--- src/rtl/seq_pkg.sv ---
`default_nettype none
// ============================================================================
//  Module      : seq_pkg
//  Description : Shared types and helpers for the sequence pattern player.
//                - state_t   : player FSM state encoding (IDLE/RUN/DONE)
//                - seg7_hex  : 4-bit value -> active-low {a..g} segment code
//  Revision    : 1.0 - initial release
// ============================================================================
package seq_pkg;

    typedef enum logic [1:0] {
        ST_IDLE = 2'd0,
        ST_RUN  = 2'd1,
        ST_DONE = 2'd2
    } state_t;

    // Segment code for a blank count (digit 0), also the reset value.
    localparam logic [6:0] C_SEG_ZERO = 7'b0000001;

    // Active-low seven-segment encoding, bit order {a,b,c,d,e,f,g}.
    function automatic logic [6:0] seg7_hex(input logic [3:0] nib);
        logic [6:0] seg;
        case (nib)
            4'h0:    seg = 7'b0000001;
            4'h1:    seg = 7'b1001111;
            4'h2:    seg = 7'b0010010;
            4'h3:    seg = 7'b0000110;
            4'h4:    seg = 7'b1001100;
            4'h5:    seg = 7'b0100100;
            4'h6:    seg = 7'b0100000;
            4'h7:    seg = 7'b0001111;
            4'h8:    seg = 7'b0000000;
            4'h9:    seg = 7'b0000100;
            4'hA:    seg = 7'b0001000;
            4'hB:    seg = 7'b1100000;
            4'hC:    seg = 7'b0110001;
            4'hD:    seg = 7'b1000010;
            4'hE:    seg = 7'b0110000;
            default: seg = 7'b0111000;
        endcase
        return seg;
    endfunction

endpackage
`default_nettype wire

--- src/rtl/tick_divider.sv ---
`default_nettype none
// ============================================================================
//  Module      : tick_divider
//  Description : Clock-enable generator. While en is high the counter runs
//                0..DIV_MAX and tick is high for exactly the cycle in which
//                the counter holds DIV_MAX. tick is registered.
//  Ports       : clk   - system clock
//                rst_n - synchronous reset, active-low
//                en    - count enable
//                clr   - synchronous clear of counter and tick (wins over en)
//                tick  - one-cycle enable pulse every DIV_MAX+1 cycles
//  Revision    : 1.0 - initial release
// ============================================================================
module tick_divider #(
    parameter int DIV_MAX = 20000000,
    parameter int DIV_W   = 27
) (
    input  logic clk,
    input  logic rst_n,
    input  logic en,
    input  logic clr,
    output logic tick
);

    localparam logic [DIV_W-1:0] C_MAX = DIV_W'(DIV_MAX);
    // tick is registered, so it is raised on the edge that loads C_MAX.
    localparam logic [DIV_W-1:0] C_PRE = DIV_W'(DIV_MAX - 1);

    logic [DIV_W-1:0] r_cnt;
    logic             r_tick;

    always_ff @(posedge clk) begin
        if (!rst_n || clr) begin
            r_cnt  <= '0;
            r_tick <= 1'b0;
        end else if (en) begin
            r_cnt  <= (r_cnt == C_MAX) ? '0 : r_cnt + DIV_W'(1);
            r_tick <= (r_cnt == C_PRE);
        end else begin
            r_tick <= 1'b0;
        end
    end

    assign tick = r_tick;

endmodule
`default_nettype wire

--- src/rtl/seq_pattern_player.sv ---
`default_nettype none
// ============================================================================
//  Module      : seq_pattern_player
//  Description : Plays a stored bit pattern (LSB first) into a serial
//                sequence detector, one bit per clock-enable tick, counts the
//                detector's active-low hits and shows the low nibble of the
//                count on a seven-segment display.
//  Ports       : clk, rst_n      - clock, synchronous active-low reset
//                load            - capture pattern/pat_len (IDLE/DONE only)
//                pattern,pat_len - bit pattern and length (0 or >PAT_W = PAT_W)
//                start, stop     - begin playback / abort to IDLE
//                det_n           - detector output, active-low hit
//                x, tick         - serial bit and its clock enable
//                busy, done      - in RUN / in DONE
//                hit_count, seg  - saturating hit count and its hex digit
//  Revision    : 1.0 - initial release
// ============================================================================
module seq_pattern_player
    import seq_pkg::*;
#(
    parameter int DIV_MAX = 20000000,
    parameter int DIV_W   = 27,
    parameter int PAT_W   = 16,
    parameter int CNT_W   = 8
) (
    input  logic             clk,
    input  logic             rst_n,
    input  logic             load,
    input  logic [PAT_W-1:0] pattern,
    input  logic [4:0]       pat_len,
    input  logic             start,
    input  logic             stop,
    input  logic             det_n,
    output logic             x,
    output logic             tick,
    output logic             busy,
    output logic             done,
    output logic [CNT_W-1:0] hit_count,
    output logic [6:0]       seg
);

    localparam int IDX_W = (PAT_W > 1) ? $clog2(PAT_W) : 1;
    localparam int LEN_W = $clog2(PAT_W + 1);

    state_t           r_state;
    state_t           w_state_nxt;
    logic [PAT_W-1:0] r_pattern;
    logic [LEN_W-1:0] r_len;
    logic [IDX_W-1:0] r_idx;
    logic             r_tick_d;
    logic             r_x;
    logic             r_busy;
    logic             r_done;
    logic [CNT_W-1:0] r_hits;
    logic [6:0]       r_seg;

    logic             w_tick;
    logic             w_load_take;
    logic             w_start_take;
    logic             w_sample;
    logic             w_last;
    logic             w_div_en;
    logic [IDX_W-1:0] w_idx_inc;
    logic [LEN_W-1:0] w_len_cap;
    logic [3:0]       w_nib;

    // Command arbitration: stop beats load beats start; RUN ignores both.
    assign w_load_take  = load && !stop && (r_state != ST_RUN);
    assign w_start_take = start && !stop && !load && (r_state != ST_RUN);

    // The detector has absorbed the ticked bit one cycle after the tick.
    assign w_sample  = (r_state == ST_RUN) && r_tick_d && !stop;
    assign w_idx_inc = r_idx + IDX_W'(1);
    assign w_last    = w_sample && ((LEN_W'(r_idx) + LEN_W'(1)) == r_len);

    // The divider only runs while we stay in RUN; any exit or entry clears
    // it so no tick can escape after stop/finish and RUN starts at count 0.
    assign w_div_en = (r_state == ST_RUN) && (w_state_nxt == ST_RUN);

    always_comb begin
        w_len_cap = LEN_W'(PAT_W);
        if ((pat_len != 5'd0) && (32'(pat_len) <= PAT_W)) begin
            w_len_cap = LEN_W'(pat_len);
        end
    end

    generate
        if (CNT_W >= 4) begin : g_nib_wide
            assign w_nib = r_hits[3:0];
        end else begin : g_nib_narrow
            assign w_nib = {{(4 - CNT_W){1'b0}}, r_hits};
        end
    endgenerate

    tick_divider #(
        .DIV_MAX (DIV_MAX),
        .DIV_W   (DIV_W)
    ) u_tick_divider (
        .clk   (clk),
        .rst_n (rst_n),
        .en    (w_div_en),
        .clr   (!w_div_en),
        .tick  (w_tick)
    );

    always_ff @(posedge clk) begin
        if (!rst_n) begin
            r_state <= ST_IDLE;
        end else begin
            r_state <= w_state_nxt;
        end
    end

    always_comb begin
        w_state_nxt = r_state;
        unique case (r_state)
            ST_IDLE: begin
                if (w_start_take) w_state_nxt = ST_RUN;
            end
            ST_RUN: begin
                if (stop)        w_state_nxt = ST_IDLE;
                else if (w_last) w_state_nxt = ST_DONE;
            end
            ST_DONE: begin
                if (stop || w_load_take) w_state_nxt = ST_IDLE;
                else if (w_start_take)   w_state_nxt = ST_RUN;
            end
            default: w_state_nxt = ST_IDLE;
        endcase
    end

    always_ff @(posedge clk) begin
        if (!rst_n) begin
            r_pattern <= '0;
            r_len     <= LEN_W'(PAT_W);
            r_idx     <= '0;
            r_tick_d  <= 1'b0;
            r_x       <= 1'b1;
            r_busy    <= 1'b0;
            r_done    <= 1'b0;
            r_hits    <= '0;
            r_seg     <= C_SEG_ZERO;
        end else begin
            r_tick_d <= w_tick;
            r_busy   <= (w_state_nxt == ST_RUN);
            r_done   <= (w_state_nxt == ST_DONE);
            r_seg    <= seg7_hex(w_nib);

            if (w_load_take) begin
                r_pattern <= pattern;
                r_len     <= w_len_cap;
            end

            if (w_start_take) begin
                r_idx  <= '0;
                r_hits <= '0;
                r_x    <= r_pattern[0];
            end else if (w_sample) begin
                if (!det_n && (r_hits != {CNT_W{1'b1}})) begin
                    r_hits <= r_hits + CNT_W'(1);
                end
                r_idx <= w_idx_inc;
                r_x   <= w_last ? 1'b1 : r_pattern[w_idx_inc];
            end

            // Line idles high whenever we are not playing.
            if (w_state_nxt != ST_RUN) begin
                r_x <= 1'b1;
            end
        end
    end

    assign x         = r_x;
    assign tick      = w_tick;
    assign busy      = r_busy;
    assign done      = r_done;
    assign hit_count = r_hits;
    assign seg       = r_seg;

endmodule
`default_nettype wire
--- config.mk ---
export PLATFORM = sky130hd
export DESIGN_NAME = seq_pattern_player
export DESIGN_NICKNAME = d
export VERILOG_FILES = /design/src/rtl/seq_pkg.sv /design/src/rtl/tick_divider.sv /design/src/rtl/seq_pattern_player.sv
export SDC_FILE = /design/constraint.sdc
export NUM_CORES = 1
export LEC_CHECK = 0
export ABC_AREA = 1
export CORE_MARGIN = 2
export CORE_UTILIZATION = 51
export CTS_CLUSTER_SIZE = 25
export DETAILED_ROUTE_END_ITERATION = 8
export PLACE_DENSITY = 0.79
export SYNTH_ARGS = -nofsm -noshare
export SYNTH_HDL_FRONTEND = slang
export SYNTH_SLANG_ARGS = --single-unit
--- constraint.sdc ---
create_clock -name clk -period 1.9 [get_ports clk]
set_clock_uncertainty 0.15 [all_clocks]
set_input_delay 0.475 -clock clk [delete_from_list [all_inputs] [get_ports clk]]
set_output_delay 0.475 -clock clk [all_outputs]
set_load 0.005 [all_outputs]
Yosys cells after proc, flatten, opt, wreduce, memory -nomap -nowiden
Memory sizes are Yosys's and may differ from the RTL's. A register that Yosys moved wholly into a read port is not among the register bits.
Cells that the tools add are included.
{"block": "word_totals", "ramBits": 0, "latch_bits": 0, "ff_bits": 67, "in_bits": 27, "mem_bits_ro": 112, "memories": 1}
{"name": "(name not given)", "depth": 16, "width": 7, "read_ports": 1, "rd_clocked_by_memory_dff": 1, "wr": 0, "line": "seq_pkg.sv:23", "source": "case (nib)"}
{"block": "op_classes", "n_mul": 0, "addsub": 4, "muxes": 12, "reduce_logical": 26, "n_div": 0, "eq_ne": 10, "n_shift": 0, "magnitude_cmp": 2, "n_bitwise": 2}
{"op": "27-bit by 25-bit == test with 1-bit output (second input constant)", "n": 2}
{"op": "27-bit by 1-bit adder with 27-bit output (second input constant)", "n": 1}
{"op": "27-bit 2-to-1 mux", "n": 1}
{"op": "1-bit logical AND", "n": 11}
{"op": "8-bit by 1-bit adder with 8-bit output (second input constant)", "n": 1}
{"op": "2-bit 2-to-1 mux", "n": 4}
{"op": "8-bit inequality test (second input constant)", "n": 1}
{"op": "1-bit zero test", "n": 6}
{"op": "2-bit case mux with 3 select lines", "n": 1}
{"op": "2-bit OR reduction", "n": 3}
{"op": "4-bit by 1-bit adder with 5-bit output (second input constant)", "n": 1}
{"op": "5-bit == test", "n": 1}
{"op": "5-bit <= comparator (second input constant)", "n": 1}
{"op": "4-bit by 5-bit < comparator with 1-bit output (second input constant)", "n": 1}
{"op": "5-bit 2-to-1 mux", "n": 1}
{"op": "5-bit nonzero test", "n": 1}
{"op": "4-bit by 1-bit adder with 4-bit output (second input constant)", "n": 1}
{"op": "1-bit binary-select mux with 4-bit select", "n": 1}
{"op": "2-bit by 1-bit == test with 1-bit output (second input constant)", "n": 2}
{"op": "2-bit == test (second input constant)", "n": 2}
{"op": "1-bit 2-to-1 mux", "n": 4}
{"op": "2-bit by 1-bit inequality test with 1-bit output (second input constant)", "n": 2}
{"op": "2-bit zero test", "n": 1}
{"op": "1-bit logical OR", "n": 2}
{"op": "other kinds (3)", "n": 4}

Logic depth before layout (Yosys ltp)
Gate-level depths: netlist of run 1.
{"block": "depth", "ltp_word": 12, "ltp_mapped": 13, "mapped_depth_nobuf": 12}

Modules after synthesis
From an unflattened synthesis of run 1, not the netlist that was laid out.
{"block": "hier_totals", "hier_cells": 592, "hier_area_um2": 4071.4}
{"mod": "seq_pattern_player", "instances": 1, "area_each_um2": 2294.7, "seq_area_each_um2": 920.9, "cells_per_inst": 313}
{"mod": "tick_divider", "instances": 1, "area_each_um2": 1776.7, "seq_area_each_um2": 560.5, "cells_per_inst": 279}

Least setup slack after synthesis of run 1
Ideal clock, no wire load.
{"block": "synth_timing", "kind": "register -> register", "start": "register r_idx[1]", "end": "register u_tick_divider.r_cnt[7]", "path_slack_ns": 0.039, "path_buffers": 1, "stages_incl_launch_ff": 11, "setup_ns": 0.120, "arrival_time_ns": 1.592, "t_required_ns": 1.630, "path_cell_list": "dfxtp_1 > ha_1 > xnor2_1 > nand3_2 > nor2_4 > nand2_4 > nand2_4 > inv_4 > nand2_4 > buf_4 > a21oi_1"}
{"block": "synth_via", "elab_chain_cells": 10}
{"item": "from (decl)", "line": "seq_pattern_player.sv:49", "source": "logic [IDX_W-1:0] r_idx;"}
{"item": "from (signal assigned)", "line": "seq_pattern_player.sv:162", "source": "r_idx <= w_idx_inc;"}
{"item": "4-bit by 1-bit adder with 5-bit output *", "line": "seq_pattern_player.sv:74", "source": "assign w_last = w_sample && ((LEN_W'(r_idx) + LEN_W'(1)) == r_len);"}
{"item": "5-bit == test *", "line": "seq_pattern_player.sv:74"}
{"item": "1-bit logical AND *", "line": "seq_pattern_player.sv:74"}
{"item": "2-bit 2-to-1 mux *", "line": "seq_pattern_player.sv:122", "source": "else if (w_last) w_state_nxt = ST_DONE;"}
{"item": "2-bit 2-to-1 mux *", "line": "seq_pattern_player.sv:121", "source": "if (stop) w_state_nxt = ST_IDLE;"}
{"item": "2-bit case mux with 3 select lines *", "line": "seq_pattern_player.sv:116", "source": "unique case (r_state)"}
{"item": "2-bit by 1-bit == test with 1-bit output *", "line": "seq_pattern_player.sv:78", "source": "assign w_div_en = (r_state == ST_RUN) && (w_state_nxt == ST_RUN);"}
{"item": "1-bit logical AND *", "line": "seq_pattern_player.sv:78"}
{"item": "1-bit zero test", "line": "seq_pattern_player.sv:102", "source": ".clr (!w_div_en),"}
{"item": "1-bit logical OR", "line": "tick_divider.sv:33", "source": "if (!rst_n || clr) begin"}
{"item": "to (signal assigned)", "line": "tick_divider.sv:37", "source": "r_cnt <= (r_cnt == C_MAX) ? '0 : r_cnt + DIV_W'(1);"}
{"item": "to (decl)", "line": "tick_divider.sv:29", "source": "logic [DIV_W-1:0] r_cnt;"}
Every way passes the cells marked *; elsewhere a longest branch is shown, timed or not.
A chain may end at the register's enable or synchronous reset.

Worst setup path after layout of run 1
{"block": "layout_timing", "start": "input pat_len[1]", "end": "register r_len[2]"}
{"block": "layout_via", "elab_chain_cells": 3, "word_cells_on_any_way": 4}
{"item": "from (decl)", "line": "seq_pattern_player.sv:30", "source": "input logic [4:0] pat_len,"}
{"item": "5-bit <= comparator / 5-bit nonzero test (equally long branches)", "line": "seq_pattern_player.sv:82", "source": "if ((pat_len != 5'd0) && (32'(pat_len) <= PAT_W)) begin"}
{"item": "1-bit logical AND *", "line": "seq_pattern_player.sv:82"}
{"item": "5-bit 2-to-1 mux *", "line": "seq_pattern_player.sv:82"}
{"item": "to (signal assigned)", "line": "seq_pattern_player.sv:135", "source": "r_len <= LEN_W'(PAT_W);"}
{"item": "to (signal assigned)", "line": "seq_pattern_player.sv:151", "source": "r_len <= w_len_cap;"}
{"item": "to (decl)", "line": "seq_pattern_player.sv:48", "source": "logic [LEN_W-1:0] r_len;"}
Marked as above.

==> out/qor.csv, run 1 <==
stage,metric,value,unit
worst_setup_path,worstPathRequired,1.97,ns
synth,synth.most_common_cell,nand2_1,
synth,yosysSeqAreaShare,0.349,
timing,finalCritPeriodShare,0.987,
route,antenna_left,0,
timing,rsz0062_at_grt,no,
synth,yosysUniqueCellTypes,35,
synth,yosys.area.top_type,dfxtp_1,
route,drtIter0Drc,183,
worst_setup_path,cp.arrival,1.94,ns
hold_path,hold_class,register to register,
hold_path,whs_path_depth,2,
grt,grt_antenna_before_repair,0,
worst_setup_path,r2r-start,r_idx[0],
synth,synth-seq-cells,74,
timing,setup_viol,0,
synth,synth-edff-count,0,
power_and_ir_drop,leakagePower,2.12,nW
cts,clock_sinks,74,
route,drc_errors,0,
finish,design_area,5390,sq um
synth,synth_nets,668,
finish,nNetsFinal,748,
cts,holdBufCountCts,0,
placed_design,dpl.cell_count,803,
cts,root_buffer,clkbuf_8,
route,via_count,4279,
floorplan,coreArea,8130,sq um
synth,syn_avg_cell_area,6.73,sq um
route,wirelength,10900,microns
synth,synth-main-ff-cell,dfxtp_1,
worst_setup_path,path_class,input pin to register,
hold_path,hold_end,r_pattern[4],
grt,grt_max_degree,30,
floorplan,start_util,0.522,
hold_path,hp-start,r_pattern[4],
timing,min_period,1.88,ns
synth,synth_area,4250,sq um
worst_setup_path,r2r_setup_slack,0.12,ns
synth,netlist_instances,631,
synth,ys_warn_count,0,
floorplan,dieHeight,95.2,microns
power_and_ir_drop,p_per_area,579,nW/um^2
timing,hold_viol,0,
grt,grt_usage,0.245,
cts,cts_inserted_buffers,9,
synth,synth.area.top_cells,"dfxtp_1 (35%), nand2_1 (14%), nor2_1 (6.9%)",
timing,fmax,0.533,GHz
finish,syn_to_final_growth,27.0,%
timing,fin_setup_tns,0,ns
power_and_ir_drop,power,3.12,mW
floorplan,io_pins,46,
synth,yosys.area.top_type_share,0.349,
timing,tightest_slew,0.487,ns
grt,grt_pass1_wl,17500,microns
status,outcome,finished clean,
run,drv_cap,0,
worst_setup_path,reg2reg_to,x,
power_and_ir_drop,ir_drop,0.308,mV
cts,tritoncts,done,
cts,insertion_delay,0.36,ns
synth,async_flop_share,0,
timing,relSlewSlack,0.675,
finish,layout-drive-gt1-share,0.186,
grt,gr-total-overflow,0,
placed_design,postPlaceCellArea,5080,sq um
finish,antenna_cells,0,
route,wl_per_cell,13.3,microns
finish,final_cells,821,
floorplan,die_area,9070,sq um
route,dr.pass1.iters,5,
cts,cts.clk_slew.worst_paths,0.08,ns
grt,grt_pass1_vias,3888,
worst_setup_path,end_kind,register,
worst_setup_path,worstRegToRegCells,11,
placed_design,io_buffers,45,
worst_setup_path,worstSetupStartpointType,input pin,
placed_design,hpwl,7770,microns
timing,finalMaxSlewViolations,0,
cts,clk_path_buf_depth,2,
placed_design,place_congestion,0.975,
synth,synth_commonest_cells,"nand2_1 (153), nor2_1 (78), dfxtp_1 (74)",
floorplan,std_cell_rows,33,
floorplan,die_w,95.2,microns
cts,htree_levels,3,
route,vias_per_cell,5.21,
worst_setup_path,crit_fanout,3,
## cell families after synthesis
kind of cell | after synthesis | share of synthesized area
simple gates | 330 | 0.345
compound gates | 106 | 0.146
buf+inv | 95 | 0.0978
flops | 74 | 0.349
xor+xnor | 16 | 0.0330
fa+ha+maj | 10 | 0.0295
## sequential cells by signal (all words and copies together), names as in the netlist
register              cells
x                         1
done                      1
r_len                     5
r_pattern                16
u_tick_divider.tick       1
u_tick_divider.r_cnt     27
hit_count                 8
busy                      1
seg                       7
r_tick_d                  1
r_idx                     4
r_state                   2
## cell usage in the layout (no fill, tap or decap), drive strengths merged, types with 2 or more instances in the layout
cell	count
nand2	178
nor2	81
inv	78
dfxtp	74
a21oi	64
buf	42
nand3	41
clkdlybuf4s50	39
o21ai	35
nand4	16
xor2	11
clkbuf	11
ha	10
nor3	8
xnor2	5
dlymetal6s2s	4
a211oi	3
clkinv	3
o211ai	2
nor4	2
or2	2
dlygate4sd2	2
## cell type report
type	count	area [sq um]
Fill cell	675	2740
Inverter	77	292
Multi-Input combinational cell	462	2410
Tap cell	105	131
Sequential cell	74	1500
Clock inverter	5	61.3
Clock buffer	11	151
Timing Repair Buffer	87	852
## how the worst max path moves through the flow
stage / startpoint / endpoint / slack (ns) / depth (start not counted)
finish: pat_len[1] / r_len[2] / 0.02 / 6
global placement: pat_len[3] / r_len[2] / -0.33 / 6
detailed placement: pat_len[3] / r_len[2] / -0.42 / 6
floorplan: r_idx[1] / u_tick_divider.r_cnt[7] / 0.04 / 10
global route: hit_count[4] / hit_count[4] / 0.001 / 1
CTS: pat_len[3] / r_len[2] / 0.002 / 6
## power breakdown
group / switching, mW / internal [mW]
sequential: 0.0128 / 1.58
clock: 0.607 / 0.685
combinational: 0.119 / 0.120
## worst max-delay path: stages
cell and delay [ns]:
clkdlybuf4s50_1 0.42, or4_4 0.56, ha_4 0.28, inv_2 0.04
a21oi_2 0.12, a211oi_1 0.05
## layer usage
| metal | routed length (microns) | vias to the layer above | GRT usage |
|---|---|---|---|
| li1 | - | 2187 | - |
| met1 | 4620 | 1931 | 0.297 |
| met2 | 5380 | 128 | 0.414 |
| met3 | 592 | 33 | 0.0585 |
| met4 | 316 | 0 | 0.103 |
| met5 | 0 | - | 0 |
## per-stage QoR
stage / hold slack [ns] / utilization / setup WS [ns]
after floorplan: 0.279 / - / 0.0386
after global placement: 0.293 / 0.624 / -0.328
after detailed placement: 0.294 / 0.624 / -0.420
after CTS: 0.306 / 0.653 / 0.00200
after global routing: 0.326 / 0.663 / 0.00143
final: 0.305 / 0.663 / 0.0248
## timing repair
| action | in CTS | in global routing |
|---|---|---|
| buffers inserted | 0 | 2 |
| endpoints found under the setup margin | 12 | 45 |
| pin swaps | 2 | 4 |
| gates resized for setup | 10 | 21 |
Power figures use the tool's default switching activity.
==> inputs of run 2 (changes only) <==
--- a/config.mk
+++ b/config.mk
@@ -5,12 +5,11 @@
 export SDC_FILE = /design/constraint.sdc
 export NUM_CORES = 1
 export LEC_CHECK = 0
-export ABC_AREA = 1
 export CORE_MARGIN = 2
 export CORE_UTILIZATION = 51
 export CTS_CLUSTER_SIZE = 25
 export DETAILED_ROUTE_END_ITERATION = 8
-export PLACE_DENSITY = 0.79
+export PLACE_DENSITY = 0.8
 export SYNTH_ARGS = -nofsm -noshare
 export SYNTH_HDL_FRONTEND = slang
 export SYNTH_SLANG_ARGS = --single-unit
==> constraint.sdc (replaced) <==
create_clock -name clk -period 1.9 [get_ports clk]
set_clock_uncertainty 0.15 [all_clocks]
set_input_delay 0.475 -clock clk [delete_from_list [all_inputs] [get_ports clk]]
set_output_delay 0.475 -clock clk [all_outputs]
set_load 0.01 [all_outputs]
==> run 2 against run 1 <==
  * Cell area rose by 5.3%
  * Flip-flop and latch count unchanged
  * Clock power up 5%
  * Global-route usage increased by 3.5 points
  * Combinational power rose by 4%
  * Critical endpoint is now x
  * Synthesized area decreased by 7.0%
  * Hold slack improved by 0.014 ns
  * Total power grew 2.0%
  * The flow now finishes with violations (setup timing)
  * Via count down 3.0%
  * Sequential share of layout area shrank 1.6 points
==> out/qor.csv, run 2 <==
stage,metric,value,unit,change
timing,finalCritPeriodShare,1.17,,+0.187
cts,htree_levels,3,,unchanged
synth,synth_fa_ha_area_frac,0.0317,,+0.00221
finish,largest_reg_flops,27,,unchanged
synth,synth_nets,510,,-24%
timing,fin_setup_tns,-8.82,ns,-8.82 ns
synth,synth_area,3950,sq um,-7.0%
cts,cts_inserted_buffers,9,,unchanged
worst_setup_path,worstSetupStartpointType,register,,
route,route.met3.wl,759,microns,+28%
grt,grt_pass1_wl,19100,microns,+8.9%
placed_design,postPlaceCellArea,5170,sq um,+1.8%
route,dr.pass1.iters,5,,unchanged
placed_design,dpl.cell_count,664,,-17%
finish,top_register,u_tick_divider.r_cnt,,
cts,clk_path_buf_depth,2,,unchanged
status,outcome,"finished, violations left",,
finish,final_cells,687,,-16%
placed_design,place_congestion,0.960,,-1.6%
worst_setup_path,cp.arrival,2.31,ns,+0.37 ns
cts,insertion_delay,0.34,ns,-0.02 ns
grt,grt_pass1_vias,4059,,+4.4%
timing,min_period,2.23,ns,+0.354 ns
synth,synth-seq-cells,74,,unchanged
synth,async_flop_share,0,,unchanged
synth,synth.area.top_cells,"dfxtp_1 (38%), nand2_1 (6.1%), nor2_1 (4.3%)",,
route,via_count,4152,,-3.0%
finish,design_area,5680,sq um,+5.3%
floorplan,std_cell_rows,32,,-3.0%
synth,synth-edff-count,0,,unchanged
synth,synth_commonest_cells,"dfxtp_1 (74), nand2_1 (64), nor2_1 (45)",,
synth,synth-xor-area-share,0.0593,,+0.0262
grt,grt_antenna_before_repair,0,,unchanged
grt,grt_usage,0.279,,+0.0346
timing,finalWorstSetupSlack,-0.330,ns,-0.354 ns
worst_setup_path,path_class,register to register,,
route,drc_errors,0,,unchanged
worst_setup_path,worstPathRequired,1.98,ns,about the same
route,wl_met2,6020,microns,+12%
synth,synth.most_common_cell,dfxtp_1,,
route,antenna_left,0,,unchanged
finish,layout-drive-gt1-share,0.262,,+0.0758
synth,netlist_instances,473,,-25%
timing,tightest_slew,0.579,ns,+0.0921 ns
synth,synth-main-ff-cell,dfxtp_1,,
floorplan,start_util,0.519,,-0.00284
route,vias_per_cell,6.04,,+16%
timing,setup_viol,34,,+34
floorplan,io_pins,46,,unchanged
finish,fillCellCount,508,,-25%
status,violations,setup timing,,
synth,yosysSeqAreaShare,0.375,,+0.0262
timing,relSlewSlack,0.609,,-0.0665
synth,synth_top_family_by_area,simple AND/OR/NAND/NOR gates,,
power_and_ir_drop,p_per_area,561,nW/um^2,-3.1%
hold_path,hp-start,r_pattern[6],,
synth,ys_warn_count,0,,unchanged
cts,holdBufCountCts,0,,unchanged
worst_setup_path,crit_fanout,3,,unchanged
floorplan,dieHeight,92.0,microns,-3.4%
cts,root_buffer,clkbuf_8,,
synth,yosysUniqueCellTypes,51,,+46%
floorplan,die_w,92.0,microns,-3.4%
timing,fmax,0.449,GHz,-16%
power_and_ir_drop,ir_drop,0.528,mV,+71%
finish,syn_to_final_growth,43.8,%,
synth,synth_compound_area_frac,0.140,,-0.00613
hold_path,hold_class,register to register,,
grt,grt_max_degree,25,,-17%
cts,cts.clk_slew.worst_paths,0.08,ns,about the same
synth,synth.area.mux_share,0.0434,,+0.0434
timing,finalMaxSlewViolations,0,,unchanged
power_and_ir_drop,leakagePower,2.21,nW,+4.4%
floorplan,coreArea,7610,sq um,-6.5%
synth,synth-simple-area-share,0.303,,-0.0413
worst_setup_path,end_kind,register,,
grt,gr-total-overflow,0,,unchanged
synth,yosys.area.top_type_share,0.375,,+0.0262
finish,antenna_cells,0,,unchanged
worst_setup_path,crit_path_start,r_idx[1],,
timing,rsz0062_at_grt,yes,,
synth,syn_avg_cell_area,8.35,sq um,+24%
timing,hold_viol,0,,unchanged
route,routed.top_layer,met4,,
synth,yosys.area.top_type,dfxtp_1,,
placed_design,hpwl,7670,microns,-1.2%
finish,layout_commonest_cell,buf_4,,
finish,most-common-layout-cells,"buf_4 (71), dfxtp_1 (69), nand2_1 (64)",,
worst_setup_path,r2r-start,r_idx[1],,
placed_design,io_buffers,45,,unchanged
route,wirelength,12400,microns,+13%
cts,tritoncts,done,,
cts,clock_sinks,74,,unchanged
finish,nNetsFinal,618,,-17%
run,drv_cap,0,,unchanged
floorplan,die_area,8460,sq um,-6.7%
route,drtIter0Drc,318,,+74%
route,wl_per_cell,18.0,microns,+35%
route,wl_met1,5140,microns,+11%
-- run 2: cell count changes after synthesis, sizes merged, moves of 9 or more --
cell and change:
and3 +24, nor2 -36, and2 +9, o2111ai +19, o211ai +9, nand3 -18, nand2 -114, nand4 -10
o21ai -31, a21oi -34, and4 +9, clkbuf +14, inv -68
-- run 2: logic make-up after synthesis --
logic type | after synthesis
XOR/XNOR | 25
multiplexers | 12
flip-flops | 74
buffers and inverters | 45
AND/OR/NAND/NOR | 230
AO/OA/AOI/OAI | 77
adder cells (fa/ha/maj) | 10
-- run 2: path summary, 6_finish.rpt --
check | endpoint | slack [ns] | cells after the start
worst max-delay path | x | -0.33 | 7
worst min-delay path | r_pattern[6] | 0.32 | 2
worst max register to register | x | -0.33 | 7
worst min register to register | r_pattern[6] | 0.32 | 2
-- run 2: layout make-up --
class | count | area (sq um) | area share
clock inverter | 6 | 91.3 | 0.0161
inverter | 11 | 41.3 | 0.00727
timing repair buffer | 131 | 1230 | 0.217
sequential | 74 | 1490 | 0.262
multi-input combinational | 354 | 2580 | 0.454
tap | 102 | 128 | 0.0225
clock buffer | 9 | 124 | 0.0218
-- run 2: stage by stage --
stage / hold slack [ns] / utilization / worst slack [ns] / power (mW)
final: 0.319 / 0.747 / -0.330 / 3.19
after global routing: 0.329 / 0.747 / -0.358 / 3.28
after CTS: 0.317 / 0.720 / -0.291 / 3.18
after detailed placement: 0.302 / 0.680 / -0.589 / 1.84
after global placement: 0.291 / 0.680 / -0.517 / 1.83
after floorplan: 0.283 / - / -0.216 / 1.71
-- run 2: worst max-delay path, stage by stage, from the launching register on --
cell      delay (ns)
dfxtp_2         0.36
ha_4            0.19
xor2_4          0.21
buf_6           0.13
mux4_2          0.53
nor2_4          0.11
o211ai_1        0.14
a2111o_1        0.29
-- run 2: timing repair --
action / 4_1_cts / 5_1_grt
buffers inserted: 3 / 3
gates resized for setup: 26 / 22
pin swaps: 8 / 15
gates cloned: 0 / 3
setup endpoints to repair: 52 / 39
hold endpoints to repair: 0 / 0
-- run 2: power by group --
group | internal (mW) | switching, mW
registers | 1.57 | 0.0165
logic | 0.130 | 0.119
clock network | 0.739 | 0.610
total | 2.44 | 0.746
-- run 2: layer usage --
metal	vias to the layer above	global-route usage
met2	203	0.482
li1	1921	-
met5	-	0
met3	51	0.0477
met4	0	0.138
met1	1977	0.336
==> inputs of run 3 (changes only) <==
--- a/config.mk
+++ b/config.mk
@@ -9,6 +9,7 @@
 export CORE_UTILIZATION = 51
 export CTS_CLUSTER_SIZE = 25
 export DETAILED_ROUTE_END_ITERATION = 8
+export GPL_TIMING_DRIVEN = 1
 export PLACE_DENSITY = 0.8
 export SYNTH_ARGS = -nofsm -noshare
 export SYNTH_HDL_FRONTEND = slang
==> results of run 3 <==
The final DEF is identical to that of run 2; final timing and power are the same.
